$ cat config.mk
export PLATFORM = sky130hd
export DESIGN_NAME = spi_master
export DESIGN_NICKNAME = d
export VERILOG_FILES = /design/src/rtl/spi_pkg.sv /design/src/rtl/spi_tick_gen.sv /design/src/rtl/spi_master.sv
export SDC_FILE = /design/constraint.sdc
export NUM_CORES = 1
export LEC_CHECK = 0
export ABC_AREA = 0
export BUFFER_PORTS_ARGS = -buffer_cell sky130_fd_sc_hd__buf_2
export CORE_AREA = 2 2 94 96
export DETAILED_ROUTE_END_ITERATION = 7
export DIE_AREA = 0 0 96 98
export HOLD_SLACK_MARGIN = 0.15
export PLACE_DENSITY = 0.82
export SYNTH_ARGS = -nofsm -noshare
export SYNTH_HDL_FRONTEND = slang
export SYNTH_SLANG_ARGS = --single-unit
export TNS_END_PERCENT = 5
$ cat constraint.sdc
create_clock -name clk -period 3.6 [get_ports clk]
set_input_delay 0 -clock clk [delete_from_list [all_inputs] [get_ports clk]]
set_output_delay 0 -clock clk [all_outputs]
set_load 0.02 [all_outputs]
$ cat src/rtl/spi_pkg.sv
// Shared SPI definitions: FSM state encoding and default frame width.
// Used by both the SPI master and the SPI slave.
package spi_pkg;

    localparam int SPI_DATA_WIDTH = 32;

    typedef enum logic [2:0] {
        ST_IDLE  = 3'd0,
        ST_SETUP = 3'd1,
        ST_SHIFT = 3'd2,
        ST_HOLD  = 3'd3,
        ST_GAP   = 3'd4
    } spi_state_t;

endpackage

$ cat src/rtl/spi_tick_gen.sv
// Divider producing a one-cycle tick every CLK_DIV clocks while enabled.
// The count is cleared whenever the enable is low.
module spi_tick_gen #(
    parameter int CLK_DIV = 4
) (
    input  logic clk,
    input  logic reset_n,
    input  logic i_en,
    output logic o_tick
);

    localparam int CW = (CLK_DIV > 1) ? $clog2(CLK_DIV) : 1;
    localparam logic [CW-1:0] TERM    = CW'(CLK_DIV - 1);
    localparam logic [CW-1:0] CNT_ONE = CW'(1);

    logic [CW-1:0] r_cnt;
    logic          w_term;

    assign w_term = (r_cnt == TERM);
    assign o_tick = i_en && w_term;

    always_ff @(posedge clk or negedge reset_n) begin
        if (!reset_n) begin
            r_cnt <= '0;
        end else if (!i_en || w_term) begin
            r_cnt <= '0;
        end else begin
            r_cnt <= r_cnt + CNT_ONE;
        end
    end

endmodule

$ cat src/rtl/spi_master.sv
// Mode-0 SPI master: one DATA_WIDTH frame per accepted start, MSB first,
// framed by SETUP/HOLD/GAP phases that each last one tick period.
module spi_master
    import spi_pkg::*;
#(
    parameter int DATA_WIDTH = SPI_DATA_WIDTH,
    parameter int CLK_DIV    = 4
) (
    input  logic                  clk,
    input  logic                  reset_n,
    input  logic                  start,
    input  logic [DATA_WIDTH-1:0] tx_data,
    output logic                  busy,
    output logic                  done,
    output logic [DATA_WIDTH-1:0] rx_data,
    output logic                  sclk,
    output logic                  mosi,
    input  logic                  miso,
    output logic                  cs_n
);

    localparam int BW = $clog2(DATA_WIDTH);
    localparam logic [BW-1:0] LAST_BIT = BW'(DATA_WIDTH - 1);
    localparam logic [BW-1:0] BIT_ONE  = BW'(1);

    spi_state_t            r_state;
    spi_state_t            w_state_next;
    logic                  w_tick;
    logic                  w_tick_en;
    logic                  w_accept;
    logic                  w_last_fall;
    logic                  r_sclk;
    logic                  r_cs_n;
    logic                  r_done;
    logic [BW-1:0]         r_bit_cnt;
    logic [DATA_WIDTH-1:0] r_tx_shift;
    logic [DATA_WIDTH-1:0] r_rx_shift;
    logic [DATA_WIDTH-1:0] r_rx_data;

    // The done cycle is already IDLE, so acceptance is blocked for that one cycle.
    assign w_accept    = (r_state == ST_IDLE) && start && !r_done;
    assign w_tick_en   = (r_state != ST_IDLE);
    assign w_last_fall = (r_state == ST_SHIFT) && w_tick && r_sclk && (r_bit_cnt == LAST_BIT);

    spi_tick_gen #(
        .CLK_DIV(CLK_DIV)
    ) u_tick_gen (
        .clk    (clk),
        .reset_n(reset_n),
        .i_en   (w_tick_en),
        .o_tick (w_tick)
    );

    always_ff @(posedge clk or negedge reset_n) begin
        if (!reset_n) begin
            r_state <= ST_IDLE;
        end else begin
            r_state <= w_state_next;
        end
    end

    always_comb begin
        w_state_next = r_state;
        case (r_state)
            ST_IDLE:  if (w_accept)    w_state_next = ST_SETUP;
            ST_SETUP: if (w_tick)      w_state_next = ST_SHIFT;
            ST_SHIFT: if (w_last_fall) w_state_next = ST_HOLD;
            ST_HOLD:  if (w_tick)      w_state_next = ST_GAP;
            ST_GAP:   if (w_tick)      w_state_next = ST_IDLE;
            default:                   w_state_next = ST_IDLE;
        endcase
    end

    always_ff @(posedge clk or negedge reset_n) begin
        if (!reset_n) begin
            r_sclk     <= 1'b0;
            r_cs_n     <= 1'b1;
            r_done     <= 1'b0;
            r_bit_cnt  <= '0;
            r_tx_shift <= '0;
            r_rx_shift <= '0;
            r_rx_data  <= '0;
        end else begin
            r_done <= 1'b0;
            case (r_state)
                ST_IDLE: begin
                    if (w_accept) begin
                        r_tx_shift <= tx_data;
                        r_cs_n     <= 1'b0;
                    end
                end
                ST_SHIFT: begin
                    if (w_tick) begin
                        r_sclk <= !r_sclk;
                        // Rising edge samples miso; falling edge advances mosi unless it is the last bit.
                        if (!r_sclk) begin
                            r_rx_shift <= {r_rx_shift[DATA_WIDTH-2:0], miso};
                        end else if (r_bit_cnt == LAST_BIT) begin
                            r_bit_cnt <= '0;
                        end else begin
                            r_bit_cnt  <= r_bit_cnt + BIT_ONE;
                            r_tx_shift <= {r_tx_shift[DATA_WIDTH-2:0], 1'b0};
                        end
                    end
                end
                ST_HOLD: begin
                    if (w_tick) begin
                        r_cs_n <= 1'b1;
                    end
                end
                ST_GAP: begin
                    if (w_tick) begin
                        r_done     <= 1'b1;
                        r_rx_data  <= r_rx_shift;
                        r_tx_shift <= '0;
                    end
                end
                default: begin
                end
            endcase
        end
    end

    assign busy    = (r_state != ST_IDLE) || r_done;
    assign done    = r_done;
    assign rx_data = r_rx_data;
    assign sclk    = r_sclk;
    assign mosi    = r_tx_shift[DATA_WIDTH-1];
    assign cs_n    = r_cs_n;

endmodule

Word level (Yosys, flattened, before mapping)
Index checks and enable logic that the tools add are counted.
Storage, ports and cells
  bits in registers: 109
  input port bits: 36
Cells by class
  add/subtract/negate cells: 2
  equal/unequal tests: 14
  muxes and demuxes: 19
  bitwise gates (word level): 1
  reduce and logical (&&, ||, !) cells: 22
Operators with widths (count)
  32-bit two-way mux: 5
  32-bit case mux with 3 select lines: 1
  2-bit != test, second input constant: 8
  3-bit two-way mux: 5
  3-bit case mux with 5 select lines: 1
  3-bit AND reduction: 3
  3-bit by 2-bit == test with 1-bit output, second input constant: 2
  1-bit logical AND: 6
  6-bit AND reduction: 1
  3-bit nonzero test: 2
  5-bit by 1-bit adder with 5-bit output, second input constant: 1
  5-bit == test, second input constant: 1
  5-bit two-way mux: 1
  5-bit AND reduction: 1
  1-bit two-way mux: 4
  2-bit AND reduction: 2
  3-bit by 1-bit == test with 1-bit output, second input constant: 1
  3-bit == test, second input constant: 1
  1-bit logical NOT: 3
  3-bit logical NOT: 1
  2-bit by 1-bit adder with 2-bit output, second input constant: 1
  2-bit == test, second input constant: 1
  1-bit logical OR: 2
  2-bit two-way mux: 1
  3 further kinds: 3

Longest topological paths before layout
  depth in word-level cells: 7
  gate-level depth with buffers: 8

Hierarchy
A second synthesis with hierarchy kept.
Unflattened totals
  cells, all modules: 380
  area, all modules: 4838.4 µm²
By module, submodules not included
  spi_master: instances 1, cells each 374, area each 4747.1 µm², seq. area each 2678.8 µm²
  spi_tick_gen: instances 1, cells each 6, area each 91.3 µm², seq. area each 50.0 µm²

Worst setup path before layout
No wires, ideal clock.
  kind: reg2reg
  start point: reg r_bit_cnt[0]
  end point: reg r_tx_shift[10]
  setup time: 125 ps
  arrival time: 1846 ps
  required time: 3475 ps
  path slack: 1629 ps
  stages on the path, launching flop included: 9
  path buffers: 1
  clock period less this slack: 1971 ps
  cell sequence: dfrtp_1 ha_1 and3_1 ha_1 nor2_2 nand4_2 a21boi_4 buf_12 mux2_4
On the way
  word-level cells in the longest chain between the ends: 3
Ends and longest elaborated chain
  from (decl): line spi_master.sv:35  | logic [BW-1:0] r_bit_cnt;
  from (signal assigned): line spi_master.sv:101  | r_bit_cnt <= r_bit_cnt + BIT_ONE;
  5-bit == test: line spi_master.sv:98  | end else if (r_bit_cnt == LAST_BIT) begin
  2-bit != test (no line)
  6-bit AND reduction (no line)
  to (signal assigned): line spi_master.sv:88  | r_tx_shift <= tx_data;
  to (signal assigned): line spi_master.sv:102  | r_tx_shift <= {r_tx_shift[DATA_WIDTH-2:0], 1'b0};
  to (decl): line spi_master.sv:36  | logic [DATA_WIDTH-1:0] r_tx_shift;
Every way passes these cells.
A chain may end at the register's enable or synchronous reset.

Final worst setup path
  start point: reg r_bit_cnt[0]
  end point: reg r_tx_shift[0]
The elaborated chain is that of the path after synthesis.

==> run_results.csv <==
group,metric,value,unit
synth,yosys.area.top_type,"dfrtp_1",
hold_path,hold_class,"primary input to asynchronous set/reset pin",
synth,synth_area_per_cell,12.5,sq um
critical_path,reg2reg_depth,9,
final_layout,syn2layout_area_growth,17.8,%
cts,cts_sinks,109,
floorplan,num_rows,34,
critical_path,arrival,3.13,ns
cts,cts_resized,0,
synth,synth.most_common_cell,"dfrtp_1",
timing,maxSlewHeadroom,0.208,
critical_path,r2r-end,"r_tx_shift[0]",
critical_path,worstPathRequired,3.92,ns
timing,drv_slew,0,
critical_path,endpoint_kind,"flip-flop",
routing,wl_per_cell,15.8,um
synth,yosys_most_used_dff,"dfrtp_1",
timing,setup_tns,0,ns
grt,grt_pass1_wl,16500,um
synth,syn-cell-area,5110,sq um
pwr,p_leak,0.00298,uW
cts,cts_tree,"yes",
synth,synthTopCellsByCount,"dfrtp_1 (108), mux2_2 (52), nand2_1 (39), o21ai_0 (38), nor2b_1 (33)",
grt,overflow,0,
synth,syn-instance-count,408,
floorplan,core_area,8470,sq um
placement,place.gp.congestion,0.756,
run_status,status,"complete, no violations",
synth,async_flop_share,1.00,
grt,grt_max_degree,82,
critical_path,r2r_start,"r_bit_cnt[0]",
routing,antenna_left,0,
timing,fmax,0.355,GHz
placement,io_buffers,72,
critical_path,slowest_delay,0.56,ns
placement,place_hpwl,6110,um
critical_path,worstSetupStartpoint,"r_bit_cnt[0]",
synth,synth_edf_count,0,
synth,syn-num-nets,447,
grt,antenna_found_initial,0,
routing,drt-total-wl,9810,um
final_layout,antenna_cells,0,
critical_path,path_max_fanout,14,
floorplan,dieArea,9410,sq um
cts,cts_max_path_buffers,2,
timing,period_needed,2.81,ns
synth,ys_ff_latch,109,
floorplan,start_util,0.604,
synth,ys_types,38,
grt,grt_pass1_vias,3534,
placement,post-place-ws,1.04,ns
routing,vias_per_cell,5.46,
timing,final-hold-violation-count,0,
critical_path,cp_slowest_cell,"dlygate4sd3_1",
timing,rsz0062_at_grt,"false",
cts,clock_latency,0.38,ns
grt,grtUsageTotal,0.223,
routing,vias,3389,
synth,synth_seq_area_share,0.534,
floorplan,die_w,96,um
synth,synth_top_area_share,0.529,
critical_path,start_kind,"flip-flop",
critical_path,crit_end,"r_tx_shift[0]",
cts,cts_max_level,3,
timing,finalSetupViolations,0,
critical_path,critPathKind,"flip-flop to flip-flop",
cts,clockRootBuffer,"clkbuf_8",
critical_path,cp_cell_sequence,"ha_1 > and3_1 > ha_1 > nor2_2 > nand4_2 > a21boi_4 > buf_4 > o2bb2ai_1 > dlygate4sd3_1",
routing,drc,0,
routing,first_pass_iters,4,
pwr,ir_drop,264,uV
timing,timing.final.crit_share,0.782,
routing,dr.first_iter.drc_count,110,
floorplan,die_h,98,um
floorplan,io_pins,73,
critical_path,r2r_slack,0.79,ns
run,cap_violations,0,
synth,synth.area.top_cells,"dfrtp_1 (53%), mux2_2 (11%), mux2_4 (8.5%), nor2b_1 (4.0%), o21ai_0 (3.7%)",
timing,setup_ws,0.786,ns
final_layout,fin_nets,547,
synth,ys_warn_count,0,
timing,fin_skew,0.0176,ns
pwr,p_per_area,351,nW/um^2
cts,clk_pin_slew_worst_paths,0.11,ns
cts,cts_made_buffers,9,
timing,tightestPinTransition,1.18,ns
final_layout,drive_gt1_frac,0.366,
critical_path,crit_top_cell,"ha_1",
area by class of cell:
class | count | area, sq um
clock buffer | 9 | 124
tap | 108 | 135
timing repair buffer | 115 | 776
clock inverter | 7 | 80.1
fill | 590 | 2440
sequential | 109 | 2730
multi-input combinational | 273 | 2180
placed cells by master (no fill, tap or decap), drive strengths merged:
master / count
nor3b: 1
o21a: 1
and2b: 1
and3: 1
dfstp: 1
buf: 79
ha: 3
nor2b: 34
dfrtp: 108
dlygate4sd3: 36
xnor2: 1
o2bb2ai: 1
mux2: 97
nor2: 7
a32o: 1
clkbuf: 9
nand4: 2
inv: 3
xor2: 1
nor3: 2
clkinv: 4
and3b: 1
o21ai: 38
a211oi: 1
nand2b: 3
nand2: 40
a21oi: 31
or3b: 1
a21boi: 1
or2: 1
a21o: 1
nand3: 2
metrics by stage:
step                instance area, sq um  total power, uW  std cells   util  hold WS (ns)
floorplan                           5110             1320        408      -        -0.296
global placement                    5460             1370        569  0.645         0.225
CTS                                 6020             2150        621  0.711         0.362
detailed placement                  5460             1370        569  0.645         0.236
global route                        6020             2210        621  0.711         0.391
finish                              6020             2120        621  0.711         0.332
where the power goes:
group | internal [uW] | switching (uW)
registers | 1240 | 11.8
logic | 73.2 | 53.2
clock network | 278 | 458
total | 1590 | 523
cell families after synthesis:
logic type	synth area share
AO/OA/AOI/OAI	0.0796
AND/OR/NAND/NOR	0.100
buffers and inverters	0.0404
multiplexers	0.235
flip-flops	0.534
adder cells (fa/ha/maj)	0.00735
XOR/XNOR	0.00343
worst max-delay path, delay by kind of cell, from the launching register on:
kind | cells | cell delay, ns
compound gates | 2 | 0.69
buf+inv | 2 | 0.90
flops | 1 | 0.40
fa+ha+maj | 2 | 0.41
simple gates | 3 | 0.33
per-layer routing:
metal | share of wire | GRT usage | up-vias
li1 | - | - | 1609
met4 | 0.012 | 0.0516 | 0
met1 | 0.44 | 0.288 | 1690
met2 | 0.50 | 0.369 | 79
met3 | 0.047 | 0.0710 | 11
met5 | 0 | 0 | -
timing repair:
action	4_1_cts	5_1_grt
setup buffers	0	0
hold endpoints to repair	114	0
hold buffers	36	0
registers in the layout, summed over array words and instances, names as in the netlist:
signal and cells:
cs_n 1, done 1, r_bit_cnt 5, r_rx_shift 32, r_state 3, r_tx_shift 32
rx_data 32, sclk 1, u_tick_gen.r_cnt 2
how the worst min path moves through the flow:
stage | from | endpoint | slack (ns)
floorplan | reset_n | done | -0.30
global placement | reset_n | r_tx_shift[9] | 0.22
detailed placement | reset_n | r_tx_shift[9] | 0.24
CTS | reset_n | done | 0.36
global route | miso | r_rx_shift[0] | 0.39
finish | reset_n | r_tx_shift[9] | 0.33
No activity file was read; power rests on OpenSTA's default activity.
